===== config.mk =====
export PLATFORM = sky130hd
export DESIGN_NAME = writeback_arbiter_flat
export DESIGN_NICKNAME = d
export VERILOG_FILES = /design/src/rtl/writeback_arbiter_pkg.sv /design/src/rtl/writeback_arbiter_if.sv /design/src/rtl/writeback_arbiter_pending_fifo.sv /design/src/rtl/writeback_arbiter.sv /design/src/flat_wrapper.sv
export SDC_FILE = /design/constraint.sdc
export NUM_CORES = 1
export LEC_CHECK = 0
export CORE_ASPECT_RATIO = 1.2
export CORE_UTILIZATION = 53
export CTS_BUF_LIST = sky130_fd_sc_hd__clkbuf_4
export CTS_CLUSTER_SIZE = 25
export DETAILED_ROUTE_END_ITERATION = 8
export GPL_ROUTABILITY_DRIVEN = 0
export PLACE_DENSITY = 0.9
export SLEW_MARGIN = 40
export SYNTH_ARGS = -nofsm -noshare
export SYNTH_HDL_FRONTEND = slang
export SYNTH_SLANG_ARGS = --single-unit

===== constraint.sdc =====
create_clock -name clock -period 5.9 [get_ports clock]
set_clock_uncertainty 0.15 [all_clocks]
set_input_delay 0.59 -clock clock [delete_from_list [all_inputs] [get_ports clock]]
set_output_delay 0.59 -clock clock [all_outputs]
set_load 0.01 [all_outputs]

===== src/rtl/writeback_arbiter_pkg.sv =====
// rtl/writeback_arbiter_pkg.sv - shared widths and pending-entry type for the writeback arbiter
//
// Purpose: register data/index widths, the $0 index and the pending FIFO entry
//          record shared by the arbiter top, its interface and its FIFO.
// Ports:   none (package).
package writeback_pkg;

   localparam int DATA_W = 32;
   localparam int REG_W  = 5;

   localparam logic [REG_W-1:0] REG_ZERO = '0;

   // dst holds the destination register index; live clears on kill or pop.
   typedef struct packed {
      logic              live;
      logic [REG_W-1:0]  dst;
      logic [DATA_W-1:0] data;
   } wb_entry_t;

endpackage


===== src/rtl/writeback_arbiter_if.sv =====
// rtl/writeback_arbiter_if.sv - producer, hazard-query and register-file port bundle
//
// Purpose: groups the pipe/multdiv producers, the hazard query and the
//          register-file write port of writeback_arbiter.
// Ports:   master - drives pipe_*, md_valid/md_reg/md_data, chk_regA/B;
//                   observes md_ready, chk_hit, pend_count and the write port.
//          slave  - the arbiter side (directions reversed).
interface writeback_arbiter_if #(
   parameter int DATA_W = writeback_pkg::DATA_W,
   parameter int REG_W  = writeback_pkg::REG_W,
   parameter int DEPTH  = 2
);
   localparam int CNT_W = $clog2(DEPTH) + 1;

   logic              pipe_valid;
   logic [REG_W-1:0]  pipe_reg;
   logic [DATA_W-1:0] pipe_data;
   logic              md_valid;
   logic [REG_W-1:0]  md_reg;
   logic [DATA_W-1:0] md_data;
   logic              md_ready;
   logic [REG_W-1:0]  chk_regA;
   logic [REG_W-1:0]  chk_regB;
   logic              chk_hit;
   logic [CNT_W-1:0]  pend_count;
   logic              ctrl_writeEnable;
   logic [REG_W-1:0]  ctrl_writeReg;
   logic [DATA_W-1:0] data_writeReg;

   modport master (
      output pipe_valid, pipe_reg, pipe_data,
      output md_valid, md_reg, md_data,
      output chk_regA, chk_regB,
      input  md_ready, chk_hit, pend_count,
      input  ctrl_writeEnable, ctrl_writeReg, data_writeReg
   );

   modport slave (
      input  pipe_valid, pipe_reg, pipe_data,
      input  md_valid, md_reg, md_data,
      input  chk_regA, chk_regB,
      output md_ready, chk_hit, pend_count,
      output ctrl_writeEnable, ctrl_writeReg, data_writeReg
   );

endinterface


===== src/rtl/writeback_arbiter_pending_fifo.sv =====
// rtl/writeback_arbiter_pending_fifo.sv - circular buffer of multdiv results awaiting a write slot
//
// Purpose: holds wb_entry_t records in arrival order, supports push, pop,
//          kill-by-register of every live entry, and two match queries.
// Ports:   clock, ctrl_reset   - clock, synchronous active-high reset
//          push, push_entry    - append an entry at the tail
//          pop                 - retire the head (caller pops only when count != 0)
//          kill_en, kill_reg   - mark dead every live entry targeting kill_reg
//          query_a, query_b    - register indices to match against live entries
//          head                - head entry, all-zero when empty
//          count               - occupied entries, live or dead
//          hit_a, hit_b        - a live entry targets query_a / query_b (nonzero)
module wb_pending_fifo
   import writeback_pkg::*;
#(
   parameter int DEPTH = 2
) (
   input  logic                     clock,
   input  logic                     ctrl_reset,
   input  logic                     push,
   input  wb_entry_t                push_entry,
   input  logic                     pop,
   input  logic                     kill_en,
   input  logic [REG_W-1:0]         kill_reg,
   input  logic [REG_W-1:0]         query_a,
   input  logic [REG_W-1:0]         query_b,
   output wb_entry_t                head,
   output logic [$clog2(DEPTH):0]   count,
   output logic                     hit_a,
   output logic                     hit_b
);
   localparam int PTR_W = $clog2(DEPTH);

   wb_entry_t        mem [DEPTH];
   logic [PTR_W-1:0] rd_ptr;
   logic [PTR_W-1:0] wr_ptr;

   assign head = (count != '0) ? mem[rd_ptr] : '0;

   // Unoccupied slots always have live = 0 (cleared on pop), so scanning
   // every slot is equivalent to scanning only the occupied range.
   always_comb begin
      hit_a = 1'b0;
      hit_b = 1'b0;
      for (int i = 0; i < DEPTH; i++) begin
         if (mem[i].live && mem[i].dst == query_a && query_a != REG_ZERO) hit_a = 1'b1;
         if (mem[i].live && mem[i].dst == query_b && query_b != REG_ZERO) hit_b = 1'b1;
      end
   end

   always_ff @(posedge clock) begin
      if (ctrl_reset) begin
         rd_ptr <= '0;
         wr_ptr <= '0;
         count  <= '0;
         for (int i = 0; i < DEPTH; i++) mem[i] <= '0;
      end else begin
         if (kill_en) begin
            for (int i = 0; i < DEPTH; i++) begin
               if (mem[i].live && mem[i].dst == kill_reg) mem[i].live <= 1'b0;
            end
         end
         // Pointers are PTR_W bits wide, so increments wrap modulo DEPTH.
         if (push) begin
            mem[wr_ptr] <= push_entry;
            wr_ptr      <= wr_ptr + 1'b1;
         end
         if (pop) begin
            mem[rd_ptr].live <= 1'b0;
            rd_ptr           <= rd_ptr + 1'b1;
         end
         case ({push, pop})
            2'b10:   count <= count + 1'b1;
            2'b01:   count <= count - 1'b1;
            default: count <= count;
         endcase
      end
   end

endmodule


===== src/rtl/writeback_arbiter.sv =====
// rtl/writeback_arbiter.sv - merges pipeline and multdiv results onto the register-file write port
//
// Purpose: pipeline results always own the write port; multdiv results are
//          written through when possible, otherwise queued in wb_pending_fifo
//          and drained into idle writeback slots. Answers hazard queries.
// Ports:   clock, ctrl_reset - clock, synchronous active-high reset
//          bus (slave)       - pipe_*, md_* handshake, chk_* query, pend_count,
//                              ctrl_writeEnable/ctrl_writeReg/data_writeReg
module writeback_arbiter
   import writeback_pkg::*;
#(
   parameter int DEPTH = 2
) (
   input  logic                clock,
   input  logic                ctrl_reset,
   writeback_arbiter_if.slave  bus
);
   localparam int CNT_W = $clog2(DEPTH) + 1;

   wb_entry_t         head;
   wb_entry_t         push_entry;
   logic [CNT_W-1:0]  count;
   logic              hit_a;
   logic              hit_b;
   logic              pipe_busy;
   logic              md_ready;
   logic              xfer;
   logic              fifo_empty;
   logic              head_dead;
   logic              write_through;
   logic              push;
   logic              pop;
   logic              we;
   logic [REG_W-1:0]  wr_reg;
   logic [DATA_W-1:0] wr_data;

   assign pipe_busy  = bus.pipe_valid && bus.pipe_reg != REG_ZERO;
   assign fifo_empty = count == '0;
   assign head_dead  = !fifo_empty && !head.live;
   // Uses the registered count only: a pop this cycle does not reopen the port.
   assign md_ready   = !ctrl_reset && count < CNT_W'(DEPTH);
   assign xfer       = bus.md_valid && md_ready;

   always_comb begin
      write_through = 1'b0;
      pop           = 1'b0;
      we            = 1'b0;
      wr_reg        = '0;
      wr_data       = '0;
      if (!ctrl_reset) begin
         if (pipe_busy) begin
            we      = 1'b1;
            wr_reg  = bus.pipe_reg;
            wr_data = bus.pipe_data;
         end else if (head.live) begin
            we      = 1'b1;
            wr_reg  = head.dst;
            wr_data = head.data;
            pop     = 1'b1;
         end else if (fifo_empty && xfer && bus.md_reg != REG_ZERO) begin
            we            = 1'b1;
            wr_reg        = bus.md_reg;
            wr_data       = bus.md_data;
            write_through = 1'b1;
         end
         // Dead heads drain silently even while the pipe owns the port.
         if (head_dead) pop = 1'b1;
      end
   end

   // A transfer whose destination matches the busy pipe slot is older than
   // the pipe result, so it is accepted and discarded.
   assign push = xfer && bus.md_reg != REG_ZERO && !write_through &&
                 !(pipe_busy && bus.md_reg == bus.pipe_reg);

   assign push_entry = '{live: 1'b1, dst: bus.md_reg, data: bus.md_data};

   wb_pending_fifo #(.DEPTH(DEPTH)) u_fifo (
      .clock      (clock),
      .ctrl_reset (ctrl_reset),
      .push       (push),
      .push_entry (push_entry),
      .pop        (pop),
      .kill_en    (pipe_busy),
      .kill_reg   (bus.pipe_reg),
      .query_a    (bus.chk_regA),
      .query_b    (bus.chk_regB),
      .head       (head),
      .count      (count),
      .hit_a      (hit_a),
      .hit_b      (hit_b)
   );

   assign bus.md_ready         = md_ready;
   assign bus.pend_count       = count;
   assign bus.chk_hit          = !ctrl_reset && (hit_a || hit_b ||
                                 (push && (bus.md_reg == bus.chk_regA || bus.md_reg == bus.chk_regB)));
   assign bus.ctrl_writeEnable = we;
   assign bus.ctrl_writeReg    = wr_reg;
   assign bus.data_writeReg    = wr_data;

endmodule


===== src/flat_wrapper.sv =====
// flat-port wrapper written by rule: the top's interface ports become plain ports
module writeback_arbiter_flat import writeback_pkg::*;
#(
   parameter int DEPTH = 2
)
  (clock, ctrl_reset, bus_pipe_valid, bus_pipe_reg, bus_pipe_data, bus_md_valid, bus_md_reg, bus_md_data, bus_chk_regA, bus_chk_regB, bus_md_ready, bus_chk_hit, bus_pend_count, bus_ctrl_writeEnable, bus_ctrl_writeReg, bus_data_writeReg);
  writeback_arbiter_if #(.DATA_W(32), .REG_W(5), .DEPTH(DEPTH)) bus_i ();
  input  logic clock;
  input  logic ctrl_reset;
  input wire logic [$bits(bus_i.pipe_valid)-1:0] bus_pipe_valid;
  input wire logic [$bits(bus_i.pipe_reg)-1:0] bus_pipe_reg;
  input wire logic [$bits(bus_i.pipe_data)-1:0] bus_pipe_data;
  input wire logic [$bits(bus_i.md_valid)-1:0] bus_md_valid;
  input wire logic [$bits(bus_i.md_reg)-1:0] bus_md_reg;
  input wire logic [$bits(bus_i.md_data)-1:0] bus_md_data;
  input wire logic [$bits(bus_i.chk_regA)-1:0] bus_chk_regA;
  input wire logic [$bits(bus_i.chk_regB)-1:0] bus_chk_regB;
  output wire logic [$bits(bus_i.md_ready)-1:0] bus_md_ready;
  output wire logic [$bits(bus_i.chk_hit)-1:0] bus_chk_hit;
  output wire logic [$bits(bus_i.pend_count)-1:0] bus_pend_count;
  output wire logic [$bits(bus_i.ctrl_writeEnable)-1:0] bus_ctrl_writeEnable;
  output wire logic [$bits(bus_i.ctrl_writeReg)-1:0] bus_ctrl_writeReg;
  output wire logic [$bits(bus_i.data_writeReg)-1:0] bus_data_writeReg;
  assign bus_i.pipe_valid = bus_pipe_valid;
  assign bus_i.pipe_reg = bus_pipe_reg;
  assign bus_i.pipe_data = bus_pipe_data;
  assign bus_i.md_valid = bus_md_valid;
  assign bus_i.md_reg = bus_md_reg;
  assign bus_i.md_data = bus_md_data;
  assign bus_i.chk_regA = bus_chk_regA;
  assign bus_i.chk_regB = bus_chk_regB;
  assign bus_md_ready = bus_i.md_ready;
  assign bus_chk_hit = bus_i.chk_hit;
  assign bus_pend_count = bus_i.pend_count;
  assign bus_ctrl_writeEnable = bus_i.ctrl_writeEnable;
  assign bus_ctrl_writeReg = bus_i.ctrl_writeReg;
  assign bus_data_writeReg = bus_i.data_writeReg;
  writeback_arbiter #(.DEPTH(DEPTH)) u_core (.clock(clock), .ctrl_reset(ctrl_reset), .bus(bus_i));
endmodule

==> run summary, run 1 <==
fraction of the cycle the final worst path needs: 75.2%
DP HPWL: 8480 microns
setup violators final: 0
grt total ovfl: 0
root buf cell: clkbuf_4
synthesized flop and latch total: 81
post-placement cell area: 0.00629 sq mm
via count: 4130
design area: 0.00647 sq mm
leakage: 2.25 nW
hold-fix buffers at CTS: 0
Slew Viols, Final: 0
synth unique cells: 40
headroom to the max-slew limit: 48.9%
ant diodes: 0
remaining antenna violation count: 0
Crit path top cell by count: clkdlybuf4s50_1
fmax: 225 MHz
critical path's largest stage delay: 0.71 ns
average size of a mapped cell: 10.2 sq um
Post-CTS Setup Repair Bufs: 0
Worst Tran Pin Value: 0.766 ns
Post-Synth XOR/XNOR Area: 8.48%
status: completed
Sequential Power Share: 45.9%
WL final: 12800 microns
first-pass GRT wire length: 20500 microns
crit end category: output port
Total Routing Usage GR: 26.8%
final worst-path setup slack: 1.46 ns
# placed instances: 702
post-synth top area share: 44.8%
Routed WL per cell: 17.7 microns
CP delay by family, top: buffers and inverters
largest net degree at the start of global routing: 52
number of remaining DRC errors: 0
final hold vios: 0
Synth Area in Simple Gates: 21.8%
EDFF count, synth: 74
Combinational Power Share: 31.5%
Worst VDD drop: 0.167 mV
post-cts sizing count: 0
core area: 0.00908 sq mm
fin crit period: 4.44 ns
post-synthesis cell count: 486
Slowest-stage cell, CP: clkdlybuf4s50_1
CP startpoint kind: input port
Top Ports: 130
RSZ-0062 raised after global routing: false
Synth Flop Type: edfxtp_1
Hold WC Path Type: register to register
Setup TNS Final: 0 ns
Clock Sinks: 81
WP data arrival: 3.70 ns
Die W: 90.3 microns
vias in the first global route: 4124
Post-Syn Nets: 575
Net Sw Power: 0.491 mW
Layout Nets: 684
CTS tree: yes
H-tree levels: 3
Clock transition at path regs: 0.12 ns
DR WL met3: 768 microns
wire length on met1: 5030 microns
CP Cell Sequence: clkdlybuf4s50_1, or4_1, o211ai_2, nor2_2, buf_4, a21oi_1, nor3_1, clkdlybuf4s50_1
register area share after synthesis: 47.6%
post-synthesis compound-gate area fraction: 10.4%
Clock Path Buffers: 2
cell internal pwr: 1.11 mW
sw frac: 30.7%
Core Rows: 38
mux share of post-synthesis cell area: 7.70%
clock latency on the worst-skew pair: 0.42 ns
Die Y: 108 microns
worst reg2reg setup slack: 3.05 ns
first-pass iteration count of the detailed router: 4
post-synth top area cell: edfxtp_1
non-filler instance count after layout: 720
die footprint: 0.00975 sq mm
Pwr Density: 247 mW/mm^2
synthesized area: 0.00496 sq mm
Setup CP Type: input port to output port
met2 routed WL: 6690 microns
share of cells above drive strength 1: 8.33%
ranking of synthesized cells by area: edfxtp_1 (45%), and2_1 (8.1%), mux2i_1 (7.5%)
largest family of logic cells by synthesized area: simple AND/OR/NAND/NOR gates
Top Layer Used: met4
max cap viols: 0
Clk pwr share: 22.6%
Syn. warnings: 0
port bufs: 129
CP Buf/Inv Count: 3
hold slack: 0.374 ns
initial core utilization: 54.6%
critical path required time: 5.16 ns
first-iteration detailed-routing DRC count: 281
post-synthesis adder-cell area fraction: 0.252%
Vias/cell: 5.74
Post-synth ARST share: 0%
total CTS buffers: 9
pre-CTS setup slack: 1.29 ns
CP max FO: 21
synthesis-to-layout area growth: 30.5%
antenna violations before repair: 0
-- layout make-up --
class / count / area [sq um]
fillers: 664 / 2610
multi-input cells: 363 / 2430
flip-flops and latches: 81 / 2360
repair buffers: 137 / 1360
well taps: 120 / 150
clock inverters: 6 / 82.6
clock buffers: 10 / 75.1
inverters: 3 / 11.3
-- through the flow --
step           total power [mW]  util, %
6_report                   1.60     71.2
5_1_grt                    1.67     71.2
4_1_cts                    1.60     71.0
3_5_place_dp               1.25     69.3
3_3_place_gp               1.22     69.2
2_1_floorplan              1.05        -
-- sequential cells by signal, indices dropped and copies added, names as in the netlist, named ones only --
| register | cells |
|---|---|
| u_core.u_fifo.mem | 76 |
| u_core.u_fifo.count | 2 |
| u_core.u_fifo.rd_ptr | 1 |
| u_core.u_fifo.wr_ptr | 1 |
-- worst register-to-register path, stage by stage, from the launching register on --
cell and delay [ns]:
dfxtp_1 0.46, mux2_2 0.24, o21ai_2 0.06, buf_4 0.27, nor3b_4 0.24, nor3_1 0.43, inv_1 0.10, ha_1 0.33
or3_1 0.38, a21oi_1 0.14
-- final timing paths --
| path | startpoint | endpoint | depth (start not counted) |
|---|---|---|---|
| worst max-delay path | bus_md_reg[2] | bus_ctrl_writeReg[1] | 8 |
| worst min-delay path | u_core.u_fifo.rd_ptr | u_core.u_fifo.mem[1][37] | 1 |
| worst max register to register | u_core.u_fifo.mem[1][37] | u_core.u_fifo.count[1] | 9 |
| worst min register to register | u_core.u_fifo.rd_ptr | u_core.u_fifo.mem[1][37] | 1 |
-- synthesized netlist by cell type, types with 2 or more instances --
cell,number
edfxtp_1,74
and2_1,64
nor2_1,45
nor3_1,40
o21ai_0,40
a21oi_1,38
mux2i_1,37
xor2_1,28
clkbuf_1,27
xnor2_1,20
and2_4,10
nand3_1,9
buf_2,7
dfxtp_1,7
nor4_1,5
buf_1,3
inv_1,3
nor4_4,3
or4_1,3
buf_6,2
nand2b_1,2
-- power by group through the flow --
stage	sequential (mW)	clock [mW]	combinational (mW)
global route	0.740	0.387	0.546
floorplan	0.730	0	0.315
global placement	0.742	0	0.481
detailed placement	0.747	0	0.500
finish	0.735	0.361	0.504
CTS	0.734	0.365	0.503
-- kinds of logic (layout without fill, tap and decap cells) --
family / count (synthesis) / in the layout
AND/OR/NAND/NOR: 186 / 186
adder cells (fa/ha/maj): 1 / 1
flip-flops: 81 / 81
AO/OA/AOI/OAI: 90 / 90
buffers and inverters: 42 / 156
XOR/XNOR: 48 / 48
multiplexers: 38 / 38
-- placed cells by master (no fill, tap or decap), types with 2 or more instances in the layout --
master           Yosys  final
dfxtp_1              7      6
buf_4                0      8
xnor2_1             20     20
nor4_1               5      5
bufinv_16            0      2
inv_1                3      3
nand3_1              9      9
clkbuf_4             0     10
clkinv_2             0      2
o21ai_0             40     39
and2_1              64     64
and2_4              10     10
a21oi_1             38     38
edfxtp_1            74     74
nor4_4               3      3
nor3_1              40     40
clkdlybuf4s50_1      0    128
nor2_1              45     44
xor2_1              28     28
or4_1                3      3
mux2i_1             37     37
-- layer usage --
layer | vias to the layer above | global-route usage, %
met4 | 0 | 11.2
met2 | 165 | 47.9
met1 | 1995 | 32.0
li1 | 1941 | -
met5 | - | 0
met3 | 29 | 5.06
Note: power is estimated with default switching activity, not from simulation.
==> run 2, diff against run 1 <==
--- a/config.mk
+++ b/config.mk
@@ -6,12 +6,12 @@
 export NUM_CORES = 1
 export LEC_CHECK = 0
 export CORE_ASPECT_RATIO = 1.2
-export CORE_UTILIZATION = 53
+export CORE_UTILIZATION = 51
 export CTS_BUF_LIST = sky130_fd_sc_hd__clkbuf_4
 export CTS_CLUSTER_SIZE = 25
 export DETAILED_ROUTE_END_ITERATION = 8
 export GPL_ROUTABILITY_DRIVEN = 0
-export PLACE_DENSITY = 0.9
+export PLACE_DENSITY = 0.87
 export SLEW_MARGIN = 40
 export SYNTH_ARGS = -nofsm -noshare
 export SYNTH_HDL_FRONTEND = slang
==> constraint.sdc (replaced) <==
create_clock -name clock -period 4.5 [get_ports clock]
set_clock_uncertainty 0.15 [all_clocks]
set_input_delay 0.45 -clock clock [delete_from_list [all_inputs] [get_ports clock]]
set_output_delay 0.45 -clock clock [all_outputs]
set_load 0.01 [all_outputs]
==> run summary, run 2 (synthesized netlist as in run 1, its figures left out) <==
launching point of the worst reg2reg path: u_core.u_fifo.mem[0][37]
leakage: 2.26 nW (about the same)
port bufs: 129 (unchanged)
critical path required time: 3.90 ns (-1.26 ns)
CP startpoint kind: input port
fin crit period: 4.05 ns
status: completed
Setup CP Type: input port to output port
Clock transition at path regs: 0.11 ns (about the same)
Post-CTS Setup Repair Bufs: 0 (unchanged)
Sequential Power Share: 48.7% (+2.8 points)
Top Ports: 130 (unchanged)
largest register by flop count: u_core.u_fifo.mem
final hold vios: 0 (unchanged)
Layout Nets: 689 (+0.73%)
Die W: 92.0 microns (+1.9%)
Worst Tran Pin Value: 0.638 ns (-0.127 ns)
Hold Startpoint: u_core.u_fifo.rd_ptr
grt total ovfl: 0 (unchanged)
hold path depth: 1 (unchanged)
max cap viols: 0 (unchanged)
H-tree levels: 3 (unchanged)
Core Rows: 39 (+2.6%)
cell internal pwr: 1.34 mW (+21%)
setup violators final: 0 (unchanged)
hold endpoint: u_core.u_fifo.mem[1][37]
R2R depth: 6 (-3)
Net Sw Power: 0.644 mW (+31%)
DP HPWL: 8950 microns (+5.5%)
Setup TNS Final: 0 ns (unchanged)
largest net degree at the start of global routing: 51 (-1.9%)
remaining antenna violation count: 0 (unchanged)
reg-to-reg endpoint: u_core.u_fifo.mem[0][13]
post-cts sizing count: 0 (unchanged)
Pwr Density: 306 mW/mm^2 (+24%)
max reg flops: 76 (unchanged)
Die Y: 110 microns (+1.9%)
first-pass GRT wire length: 20100 microns (-2.1%)
clock latency on the worst-skew pair: 0.42 ns (about the same)
most frequent cells in the layout: clkdlybuf4s50_1 (128), edfxtp_1 (74), and2_1 (64), nor2_1 (44), nor3_1 (40)
initial core utilization: 52.4% (-2.2 points)
Clock Sinks: 81 (unchanged)
commonest non-fill, non-tap cell in the layout: clkdlybuf4s50_1
headroom to the max-slew limit: 57.4% (+8.6 points)
Worst VDD drop: 0.176 mV (+5.6%)
RSZ-0062 raised after global routing: false
CTS tree: yes
first-pass iteration count of the detailed router: 5 (+1)
Hold WC Path Type: register to register
Slew Viols, Final: 0 (unchanged)
sw frac: 32.5% (+1.8 points)
share of cells above drive strength 1: 9.26% (+0.92 points)
hold-fix buffers at CTS: 0 (unchanged)
Routed WL per cell: 17.8 microns (+0.53%)
CP max FO: 17 (-19%)
first-iteration detailed-routing DRC count: 298 (+6.0%)
Clk pwr share: 17.8% (-4.8 points)
Vias/cell: 5.72 (-0.30%)
WL final: 13000 microns (+1.8%)
number of remaining DRC errors: 0 (unchanged)
Total Routing Usage GR: 26.0% (-0.86 points)
die footprint: 0.0101 sq mm (+3.8%)
fmax: 247 MHz
antenna violations before repair: 1 (+1)
Clock Path Buffers: 2 (unchanged)
root buf cell: clkbuf_4
total power of the final layout: 1.98 mW (+24%)
synthesis-to-layout area growth: 30.5% (about the same)
largest registers: u_core.u_fifo.mem (76), u_core.u_fifo.count (2)
worst reg2reg setup slack: 1.89 ns (-1.16 ns)
vias in the first global route: 4160 (+0.87%)
core area: 0.00947 sq mm (+4.2%)
total CTS buffers: 9 (unchanged)
Combinational Power Share: 33.5% (+2.0 points)
WP data arrival: 3.45 ns (-0.25 ns)
fraction of the cycle the final worst path needs: 89.9%
crit end category: output port
via count: 4169 (+0.94%)
==> run 2: worst max path at each step <==
stage,end,cells after the start,slack [ns],from
after global routing,bus_data_writeReg[7],8,0.30,bus_pipe_reg[0]
final,bus_data_writeReg[7],8,0.45,bus_pipe_reg[0]
after detailed placement,bus_data_writeReg[7],8,0.53,bus_pipe_reg[0]
after floorplan,u_core.u_fifo.mem[0][0],5,1.30,bus_pipe_reg[0]
after CTS,bus_data_writeReg[7],8,0.52,bus_pipe_reg[0]
after global placement,bus_data_writeReg[24],8,0.64,bus_pipe_reg[2]
==> run 2: power groups by stage <==
stage / sequential, mW / combinational (mW) / clock [mW]
final: 0.966 / 0.664 / 0.352
after global routing: 0.972 / 0.718 / 0.390
after CTS: 0.964 / 0.663 / 0.354
after detailed placement: 0.981 / 0.660 / 0
after global placement: 0.974 / 0.642 / 0
after floorplan: 0.957 / 0.413 / 0
==> run 2: layer usage <==
layer,global-route usage [%],routed length (microns),vias up
met1,30.2,4980,1989
met3,4.39,860,24
met5,0,0,-
met2,47.5,6890,197
met4,10.9,260,0
li1,-,-,1959
==> run 2: area by class of cell <==
| cell class | instances | area (sq um) |
|---|---|---|
| clock inverters | 7 | 37.5 |
| well taps | 123 | 154 |
| repair buffers | 142 | 1410 |
| inverters | 3 | 11.3 |
| diodes | 1 | 2.50 |
| multi-input cells | 363 | 2420 |
| clock buffers | 9 | 67.6 |
| flip-flops and latches | 81 | 2360 |
| fillers | 739 | 3000 |
==> run 2: worst max-delay path, cell delays in order <==
cell             delay, ns
clkdlybuf4s50_1       0.54
or4_4                 0.62
o21ai_4               0.43
buf_4                 0.30
buf_4                 0.21
nor2_1                0.06
nor3_1                0.22
clkdlybuf4s50_1       0.60
==> run 2: per-stage QoR <==
stage / util [%] / setup slack [ns] / hold slack (ns) / area, sq um / std cells
after detailed placement: 67.2 / 0.525 / 0.336 / 6360 / 712
after global routing: 68.3 / 0.302 / 0.363 / 6470 / 729
after global placement: 67.2 / 0.640 / 0.317 / 6360 / 712
final: 68.3 / 0.454 / 0.355 / 6470 / 729
after CTS: 68.3 / 0.520 / 0.353 / 6470 / 728
after floorplan: - / 1.30 / 0.303 / 4960 / 486
